File: config.mk
export PLATFORM = sky130hd
export DESIGN_NAME = phase_sequencer_flat
export DESIGN_NICKNAME = d
export VERILOG_FILES = /design/src/rtl/simple_pkg.sv /design/src/rtl/phase_sequencer_if.sv /design/src/rtl/edge_detect.sv /design/src/rtl/phase_sequencer.sv /design/src/flat_wrapper.sv
export SDC_FILE = /design/constraint.sdc
export NUM_CORES = 1
export LEC_CHECK = 0
export CORE_MARGIN = 1.5
export CORE_UTILIZATION = 45
export CTS_BUF_LIST = sky130_fd_sc_hd__clkbuf_8
export CTS_CLUSTER_DIAMETER = 40
export DETAILED_ROUTE_END_ITERATION = 12
export PLACE_DENSITY = 0.92
export SYNTH_ARGS = -nofsm -noshare
export SYNTH_HDL_FRONTEND = slang
export SYNTH_HIERARCHICAL = 1
export SYNTH_SLANG_ARGS = --single-unit
File: constraint.sdc
create_clock -name clock -period 2.1 [get_ports clock]
set_input_delay 0.525 -clock clock [delete_from_list [all_inputs] [get_ports clock]]
set_output_delay 0.525 -clock clock [all_outputs]
set_load 0.01 [all_outputs]
File: src/rtl/simple_pkg.sv
// Shared definitions for the SIMPLE core: instruction field positions, opcode
// constants, the phase encoding used by the sequencer, and the decode helper.
package simple_pkg;

  localparam int INSTR_W = 16;

  localparam int OP1_MSB = 15;
  localparam int OP1_LSB = 14;
  localparam int OP2_MSB = 13;
  localparam int OP2_LSB = 11;
  localparam int OP3_MSB = 7;
  localparam int OP3_LSB = 4;

  localparam logic [1:0] OP1_LD    = 2'b00;
  localparam logic [1:0] OP1_ST    = 2'b01;
  localparam logic [1:0] OP1_BR    = 2'b10;
  localparam logic [1:0] OP1_ALU   = 2'b11;
  localparam logic [2:0] OP2_BR    = 3'b100;
  localparam logic [2:0] OP2_BCOND = 3'b111;
  localparam logic [3:0] OP3_CMP   = 4'b0101;
  localparam logic [3:0] OP3_OUT   = 4'b1101;
  localparam logic [3:0] OP3_HLT   = 4'b1111;

  typedef enum logic [2:0] {
    PH_STOP,
    PH_P1,
    PH_P2,
    PH_P3,
    PH_P4,
    PH_P5
  } phase_t;

  typedef enum logic {
    MODE_RUN,
    MODE_STEP
  } mode_t;

  typedef struct packed {
    logic ld;
    logic st;
    logic br;
    logic hlt;
  } dec_t;

  function automatic logic [4:0] phase_onehot(phase_t ph);
    case (ph)
      PH_P1:   return 5'b00001;
      PH_P2:   return 5'b00010;
      PH_P3:   return 5'b00100;
      PH_P4:   return 5'b01000;
      PH_P5:   return 5'b10000;
      default: return 5'b00000;
    endcase
  endfunction

  function automatic dec_t decode(logic [INSTR_W-1:0] instr);
    dec_t       d;
    logic [1:0] op1;
    logic [2:0] op2;
    logic [3:0] op3;
    op1   = instr[OP1_MSB:OP1_LSB];
    op2   = instr[OP2_MSB:OP2_LSB];
    op3   = instr[OP3_MSB:OP3_LSB];
    d.ld  = (op1 == OP1_LD);
    d.st  = (op1 == OP1_ST);
    d.br  = (op1 == OP1_BR) && ((op2 == OP2_BR) || (op2 == OP2_BCOND));
    d.hlt = (op1 == OP1_ALU) && (op3 == OP3_HLT);
    return d;
  endfunction

endpackage

File: src/rtl/phase_sequencer_if.sv
// Control bundle between the phase sequencer and the board/datapath around it.
// The slave side is the sequencer; the master side drives buttons and decode.
interface phase_sequencer_if #(
  parameter int CNT_W = 16
);
  logic             exec;
  logic             step;
  logic [15:0]      instr;
  logic             dec_reg_write;
  logic             branch_taken;
  logic [4:0]       phase;
  logic             running;
  logic             halted;
  logic             pc_we;
  logic             ir_we;
  logic             rd_we;
  logic             alu_we;
  logic             br_we;
  logic             mem_we;
  logic             mdr_we;
  logic             reg_we;
  logic [CNT_W-1:0] retired;

  modport master (
    output exec, step, instr, dec_reg_write, branch_taken,
    input  phase, running, halted, pc_we, ir_we, rd_we, alu_we,
           br_we, mem_we, mdr_we, reg_we, retired
  );

  modport slave (
    input  exec, step, instr, dec_reg_write, branch_taken,
    output phase, running, halted, pc_we, ir_we, rd_we, alu_we,
           br_we, mem_we, mdr_we, reg_we, retired
  );
endinterface

File: src/rtl/edge_detect.sv
// Registered rising-edge detector for a debounced button level; the pulse
// appears the cycle after the level is first sampled high.
module edge_detect (
  input  logic clock,
  input  logic reset,
  input  logic level,
  output logic rise
);
  logic prev_q;
  logic rise_q;

  always_ff @(posedge clock) begin
    // NOTE: state registers use non-blocking assignments so every flop samples pre-edge values.
    if (reset) begin
      prev_q <= 1'b0;
      rise_q <= 1'b0;
    end else begin
      prev_q <= level;
      rise_q <= level & ~prev_q;
    end
  end

  assign rise = rise_q;
endmodule

File: src/rtl/phase_sequencer.sv
// Five-phase instruction sequencer for the SIMPLE core: run/stop/step control,
// HLT handling, one-cycle datapath enables and a retired-instruction counter.
module phase_sequencer
  import simple_pkg::*;
#(
  parameter int CNT_W = 16
) (
  input logic               clock,
  input logic               reset,
  phase_sequencer_if.slave  bus
);

  logic             exec_rise;
  logic             step_rise;
  phase_t           state_q, state_d;
  mode_t            mode_q, mode_d;
  logic             stop_req_q, stop_req_d;
  logic             halted_q, halted_d;
  dec_t             dec_q, dec_d;
  logic [CNT_W-1:0] retired_q, retired_d;
  logic             en_ok;

  edge_detect u_exec_edge (
    .clock (clock),
    .reset (reset),
    .level (bus.exec),
    .rise  (exec_rise)
  );

  edge_detect u_step_edge (
    .clock (clock),
    .reset (reset),
    .level (bus.step),
    .rise  (step_rise)
  );

  always_comb begin
    // NOTE: every next-state variable takes its hold value first, so no branch can infer a latch.
    state_d    = state_q;
    mode_d     = mode_q;
    stop_req_d = stop_req_q;
    halted_d   = halted_q;
    dec_d      = dec_q;
    retired_d  = retired_q;

    // Exec edges while sequencing toggle a pending stop; the instruction always completes.
    if (state_q != PH_STOP && exec_rise) begin
      stop_req_d = ~stop_req_q;
    end

    case (state_q)
      PH_STOP: begin
        stop_req_d = 1'b0;
        if (exec_rise) begin
          state_d  = PH_P1;
          mode_d   = MODE_RUN;
          halted_d = 1'b0;
        end else if (step_rise) begin
          state_d  = PH_P1;
          mode_d   = MODE_STEP;
          halted_d = 1'b0;
        end
      end
      PH_P1: state_d = PH_P2;
      PH_P2: begin
        state_d = PH_P3;
        dec_d   = decode(bus.instr);
      end
      PH_P3: state_d = PH_P4;
      PH_P4: state_d = PH_P5;
      PH_P5: begin
        retired_d = retired_q + CNT_W'(1);
        if (mode_q == MODE_STEP || stop_req_d || dec_q.hlt) begin
          state_d    = PH_STOP;
          stop_req_d = 1'b0;
          halted_d   = dec_q.hlt;
        end else begin
          state_d = PH_P1;
        end
      end
      default: state_d = PH_STOP;
    endcase
  end

  always_ff @(posedge clock) begin
    if (reset) begin
      state_q    <= PH_STOP;
      mode_q     <= MODE_RUN;
      stop_req_q <= 1'b0;
      halted_q   <= 1'b0;
      dec_q      <= '0;
      retired_q  <= '0;
    end else begin
      state_q    <= state_d;
      mode_q     <= mode_d;
      stop_req_q <= stop_req_d;
      halted_q   <= halted_d;
      dec_q      <= dec_d;
      retired_q  <= retired_d;
    end
  end

  // Reset suppresses every write enable in the cycle it is asserted.
  assign en_ok = !reset;

  assign bus.phase   = phase_onehot(state_q);
  assign bus.running = (state_q != PH_STOP);
  assign bus.halted  = halted_q;
  assign bus.retired = retired_q;

  assign bus.pc_we  = en_ok && (state_q == PH_P1);
  assign bus.ir_we  = en_ok && (state_q == PH_P1);
  assign bus.rd_we  = en_ok && (state_q == PH_P2);
  assign bus.alu_we = en_ok && (state_q == PH_P3);
  assign bus.br_we  = en_ok && (state_q == PH_P3) && dec_q.br && bus.branch_taken;
  assign bus.mem_we = en_ok && (state_q == PH_P4) && dec_q.st;
  assign bus.mdr_we = en_ok && (state_q == PH_P4) && dec_q.ld;
  assign bus.reg_we = en_ok && (state_q == PH_P5) && bus.dec_reg_write;

endmodule

File: src/flat_wrapper.sv
// flat-port wrapper written by rule: the top's interface ports become plain ports
module phase_sequencer_flat import simple_pkg::*;
#(
  parameter int CNT_W = 16
)
  (clock, reset, bus_exec, bus_step, bus_instr, bus_dec_reg_write, bus_branch_taken, bus_phase, bus_running, bus_halted, bus_pc_we, bus_ir_we, bus_rd_we, bus_alu_we, bus_br_we, bus_mem_we, bus_mdr_we, bus_reg_we, bus_retired);
  phase_sequencer_if #(.CNT_W(CNT_W)) bus_i ();
  input logic clock;
  input logic reset;
  input wire logic [$bits(bus_i.exec)-1:0] bus_exec;
  input wire logic [$bits(bus_i.step)-1:0] bus_step;
  input wire logic [$bits(bus_i.instr)-1:0] bus_instr;
  input wire logic [$bits(bus_i.dec_reg_write)-1:0] bus_dec_reg_write;
  input wire logic [$bits(bus_i.branch_taken)-1:0] bus_branch_taken;
  output wire logic [$bits(bus_i.phase)-1:0] bus_phase;
  output wire logic [$bits(bus_i.running)-1:0] bus_running;
  output wire logic [$bits(bus_i.halted)-1:0] bus_halted;
  output wire logic [$bits(bus_i.pc_we)-1:0] bus_pc_we;
  output wire logic [$bits(bus_i.ir_we)-1:0] bus_ir_we;
  output wire logic [$bits(bus_i.rd_we)-1:0] bus_rd_we;
  output wire logic [$bits(bus_i.alu_we)-1:0] bus_alu_we;
  output wire logic [$bits(bus_i.br_we)-1:0] bus_br_we;
  output wire logic [$bits(bus_i.mem_we)-1:0] bus_mem_we;
  output wire logic [$bits(bus_i.mdr_we)-1:0] bus_mdr_we;
  output wire logic [$bits(bus_i.reg_we)-1:0] bus_reg_we;
  output wire logic [$bits(bus_i.retired)-1:0] bus_retired;
  assign bus_i.exec = bus_exec;
  assign bus_i.step = bus_step;
  assign bus_i.instr = bus_instr;
  assign bus_i.dec_reg_write = bus_dec_reg_write;
  assign bus_i.branch_taken = bus_branch_taken;
  assign bus_phase = bus_i.phase;
  assign bus_running = bus_i.running;
  assign bus_halted = bus_i.halted;
  assign bus_pc_we = bus_i.pc_we;
  assign bus_ir_we = bus_i.ir_we;
  assign bus_rd_we = bus_i.rd_we;
  assign bus_alu_we = bus_i.alu_we;
  assign bus_br_we = bus_i.br_we;
  assign bus_mem_we = bus_i.mem_we;
  assign bus_mdr_we = bus_i.mdr_we;
  assign bus_reg_we = bus_i.reg_we;
  assign bus_retired = bus_i.retired;
  phase_sequencer #(.CNT_W(CNT_W)) u_core (.clock(clock), .reset(reset), .bus(bus_i));
endmodule
Word-level counts from Yosys, hierarchy flattened
Cells that the tools add are included.

cells by class
  multiplexer cells = 14
  equality and inequality tests = 13
  reduce and logical (&&, ||, !) cells = 24
  bitwise logic cells = 5
  $add $sub $neg = 1

operators by type and width
  operator                                               count
  one-hot mux 5 bit (5 select lines)                     1
  one-hot mux 3 bit (6 select lines)                     1
  adder 16 x 1 -> 16 bit, second input constant          1
  logical AND 1 bit                                      13
  == test 3 bit, second input constant                   4
  2-to-1 mux 1 bit                                       8
  == test 3 x 2 -> 1 bit, second input constant          2
  2-to-1 mux 3 bit                                       2
  == test 2 bit, second input constant                   2
  == test 4 bit, second input constant                   1
  one-hot mux 1 bit (2 select lines)                     2
  nonzero test 2 bit                                     2
  == test 3 x 1 -> 1 bit, second input constant          1
  zero test 3 bit                                        1
  logical OR 1 bit                                       3
  inequality test 3 bit, second input constant           1
  inverter 1 bit                                         3
  AND reduction 3 bit                                    1
  nonzero test 3 bit                                     1
  bitwise AND 1 bit                                      2
  == test 2 x 1 -> 1 bit, second input constant          1
  zero test 2 bit                                        1
  inequality test 2 x 1 -> 1 bit, second input constant  1
  AND reduction 2 bit                                    1
  zero test 1 bit                                        1

storage, ports and cells
  word-level logic and storage cells = 70
  output and inout bits = 31
  bits in registers = 30
  input bits = 22

Longest topological paths before layout
  depth in word-level cells = 7
  mapped depth = 6
  mapped depth without buffers = 5

Cells and area by module
The synthesis kept the hierarchy.

by module, submodules not included
  module           area each (µm²)  cells each  seq. area each (µm²)  instances
  phase_sequencer  1,258.7          148         520.5                 1
  edge_detect      58.8             4           40.0                  2

Worst setup path before layout
OpenSTA, ideal clock, no wires.

  path kind = reg-to-output
  start = register u_core.state_q[0]
  end = output port bus_pc_we
  arrival = 1,407 ps
  buffers on the path = 2
  cell stages (with the launch flop) = 5
  path slack = 168 ps
  required time = 1,575 ps
  cells stage by stage = dfxtp_1 -> buf_2 -> nor3b_1 -> nor2b_1 -> buf_4

between the ends
  cells in the longest elaborated chain, start to end = 2

ends and longest elaborated chain
  item                    RTL line               text
  from (decl)             phase_sequencer.sv:15  phase_t state_q, state_d;
  from (signal assigned)  phase_sequencer.sv:94  state_q <= state_d;
  == test 3 x 1 -> 1 bit  n/a
  logical AND 1 bit       n/a
  to (decl)               flat_wrapper.sv:18     output wire logic [$bits(bus_i.pc_we)-1:0] bus_pc_we;

Every way passes these cells.

Worst setup path in the final report
  start = register u_core.state_q[2]
  end = output port bus_br_we

between the ends
  cells in the longest elaborated chain, start to end = 4

ends and longest elaborated chain
  item                            RTL line                text
  == test 3 x 2 -> 1 bit          phase_sequencer.sv:115  assign bus.br_we = en_ok && (state_q == PH_P3) && dec_q.br && bus.branch_taken;
  logical AND 1 bit (3 in a row)  phase_sequencer.sv:115
  to (decl)                       flat_wrapper.sv:22      output wire logic [$bits(bus_i.br_we)-1:0] bus_br_we;

Every way passes these cells.

==> impl_metrics.json <==
{
  "start_util": 0.487,
  "yosysWarnings": 6,
  "io_buffer_count": 45,
  "globalRoute.totalOverflow": 0,
  "synthCells": 156,
  "final_common_cell": "clkdlybuf4s50_1",
  "reg2regPathDepth": 6,
  "skew_ns": 0.00954,
  "synth_edf_count": 0,
  "synth_seq_cells": 30,
  "hold_violations": 0,
  "critPathMaxFanout": 5,
  "grt_pass1_wl_mm": 5.73,
  "dieHeight_um": 58.3,
  "hold_path.class": "flop to flop",
  "crit_chain": "buf_4, nand3b_1, nor2_1, and3_1, clkdlybuf4s15_1",
  "grt_max_degree": 27,
  "drv_cap": 0,
  "tightest_slew_ns": 0.462,
  "synth.area.top_cells": "dfxtp_1 (44%), xnor2_1 (5.1%), nor2_1 (4.6%)",
  "nets": 236,
  "rrSetupSlack_ns": 0.18,
  "cts_tree": "built",
  "critPathMaxStageDelay_ns": 0.33,
  "worstPathRequired_ns": 1.57,
  "dr.pass1.iters": 4,
  "coreArea_mm2": 0.00283,
  "endpoint_kind": "primary output",
  "p_per_area_mw_per_mm2": 635,
  "grt_pass1_vias": 1240,
  "critical_path_class": "flop to primary output",
  "ant_nets": 0,
  "num_vias": 1344,
  "root_buffer": "clkbuf_8",
  "drt_iter0_markers": 42,
  "wirelength_mm": 3.59,
  "route.detailed.drc": 0,
  "vias_per_cell": 5.49,
  "wl_per_cell_um": 14.7,
  "synthArstFlopShare": 0,
  "fin_crit_ns": 2.02,
  "io_pins": 53,
  "tns_ns": 0,
  "ys.flop_type": "dfxtp_1",
  "total_leakage_power_nw": 0.826,
  "hpwl_mm": 2.40,
  "synthDominantAreaCellType": "dfxtp_1",
  "timing.rr.end": "u_core/bus.retired[13]$_SDFFE_PP0N_",
  "layout_common_cells": "clkdlybuf4s50_1 (30), dfxtp_1 (28), nor2_1 (17)",
  "ys_types": 38,
  "slew_headroom": 0.689,
  "min_from": "u_core/u_step_edge/prev_q$_SDFF_PP0_",
  "antenna_found_initial": 0,
  "numCtsBuffers": 5,
  "n_antenna_cell": 0,
  "status": "completed",
  "routabilityCongestion": 0.765,
  "largest_reg_flops": 16,
  "placed_cells": 237,
  "fin_crit_sh": 0.964,
  "critPathSlowestCell": "dfxtp_1",
  "htreeDepth": 2,
  "clkLatencyLatePin_ns": 0.29,
  "setup_viol": 0,
  "ys_seq_area_frac": 0.436,
  "holdPathEnd": "u_core/u_step_edge/rise$_SDFF_PP0_",
  "worst_setup_path_start_kind": "flop",
  "syn_area_per_cell_um2": 8.82,
  "syn_to_final_growth_pct": 47.2,
  "peakVddDrop_v": 0.000588,
  "cts_sinks": 30,
  "grt.total_usage": 0.225,
  "die_area_mm2": 0.00340,
  "fin_cells": 245,
  "hold_buffers": 0,
  "final_util": 0.716,
  "die_width_um": 58.3,
  "synthesis.area_mm2": 0.00138,
  "cts.clk_slew.worst_paths_ns": 0.07,
  "cts_setup_buffers": 0,
  "hold_depth": 1,
  "fill_cells": 213,
  "arrival_ns": 1.50,
  "rsz0062_at_grt": "no",
  "max_freq_mhz": 494,
  "num_rows": 19,
  "r2r-start": "u_core/state_q[1]$_SDFFE_PP0P_",
  "cts_buffer_depth": 2,
  "synth_top_area_frac": 0.436,
  "drv_slew": 0,
  "drive_gt1_frac": 0.168,
  "syn_nets": 179
}
## worst max-delay path: cells and delay by family (launching register included)
family / cells / cell delay (ns)
simple gates: 3 / 0.48
buf+inv: 2 / 0.40
flops: 1 / 0.33
## how the worst max path moves through the flow
stage          depth (start not counted)  slack (ns)                           start      endpoint
2_1_floorplan                          4        0.17  u_core/state_q[0]$_SDFFE_PP0P_     bus_pc_we
3_3_place_gp                           3       -0.42                           reset    bus_mem_we
3_5_place_dp                           3       -0.47                           reset    bus_mem_we
4_1_cts                                3        0.01  u_core/state_q[2]$_SDFFE_PP0P_  bus_phase[0]
5_1_grt                                5      0.0002  u_core/state_q[2]$_SDFFE_PP0P_     bus_br_we
6_report                               5        0.08  u_core/state_q[2]$_SDFFE_PP0P_     bus_br_we
## layer usage
metal | GRT usage | routed length [um]
met1 | 0.294 | 1670
met2 | 0.345 | 1720
met3 | 0.0747 | 143
met4 | 0.0864 | 53
met5 | 0 | 0
## power breakdown
group	total (mW)	internal [mW]	switching (mW)	leakage (nW)
clock network	0.470	0.259	0.212	0.0524
registers	0.603	0.588	0.0157	0.244
logic	0.212	0.116	0.0962	0.530
total	1.29	0.962	0.323	0.826
## repair_timing
item	4_1_cts	5_1_grt
gates resized for setup	20	10
pin swaps	0	1
endpoints found under the setup margin	13	6
cloned	0	0
## layout make-up
class / instances / area, um2 / area share
Tap cell: 31 / 38.8 / 0.0191
Timing Repair Buffer: 58 / 534 / 0.264
Clock inverter: 2 / 8.76 / 0.00432
Clock buffer: 6 / 82.6 / 0.0408
Inverter: 7 / 26.3 / 0.0130
Multi-Input combinational cell: 111 / 732 / 0.361
Sequential cell: 30 / 603 / 0.298
## synth_stat cells, types with 2 or more instances
cell type  number
dfxtp_1        30
nor2_1         17
a21oi_1        12
nand2_1         9
nor3_1          9
xnor2_1         8
inv_1           6
nand4_1         6
o21ai_0         5
clkbuf_1        4
nor4_1          4
or3_1           4
xor2_1          4
nor2b_1         3
nor3b_1         3
nor4b_1         3
o31ai_1         3
buf_2           2
nand3_1         2
nor3b_2         2
o31a_1          2
or4_1           2
## through the flow
stage,power (mW),hold WS (ns),worst slack (ns),instance area (um2)
4_1_cts,1.30,0.407,0.0124,2020
2_1_floorplan,0.717,0.387,0.168,1380
3_5_place_dp,0.823,0.400,-0.466,1920
5_1_grt,1.34,0.410,0.000225,2030
3_3_place_gp,0.817,0.393,-0.420,1920
6_report,1.29,0.404,0.0762,2030
## kinds of logic after synthesis
group / synth area share
AOI/OAI and AO/OA: 0.110
adders and majority gates: 0.00909
xor gates and xnor gates: 0.0764
DFF: 0.436
buffers and inverters: 0.0509
and+or+nand+nor: 0.317
Note: power is estimated with default switching activity, not from simulation.
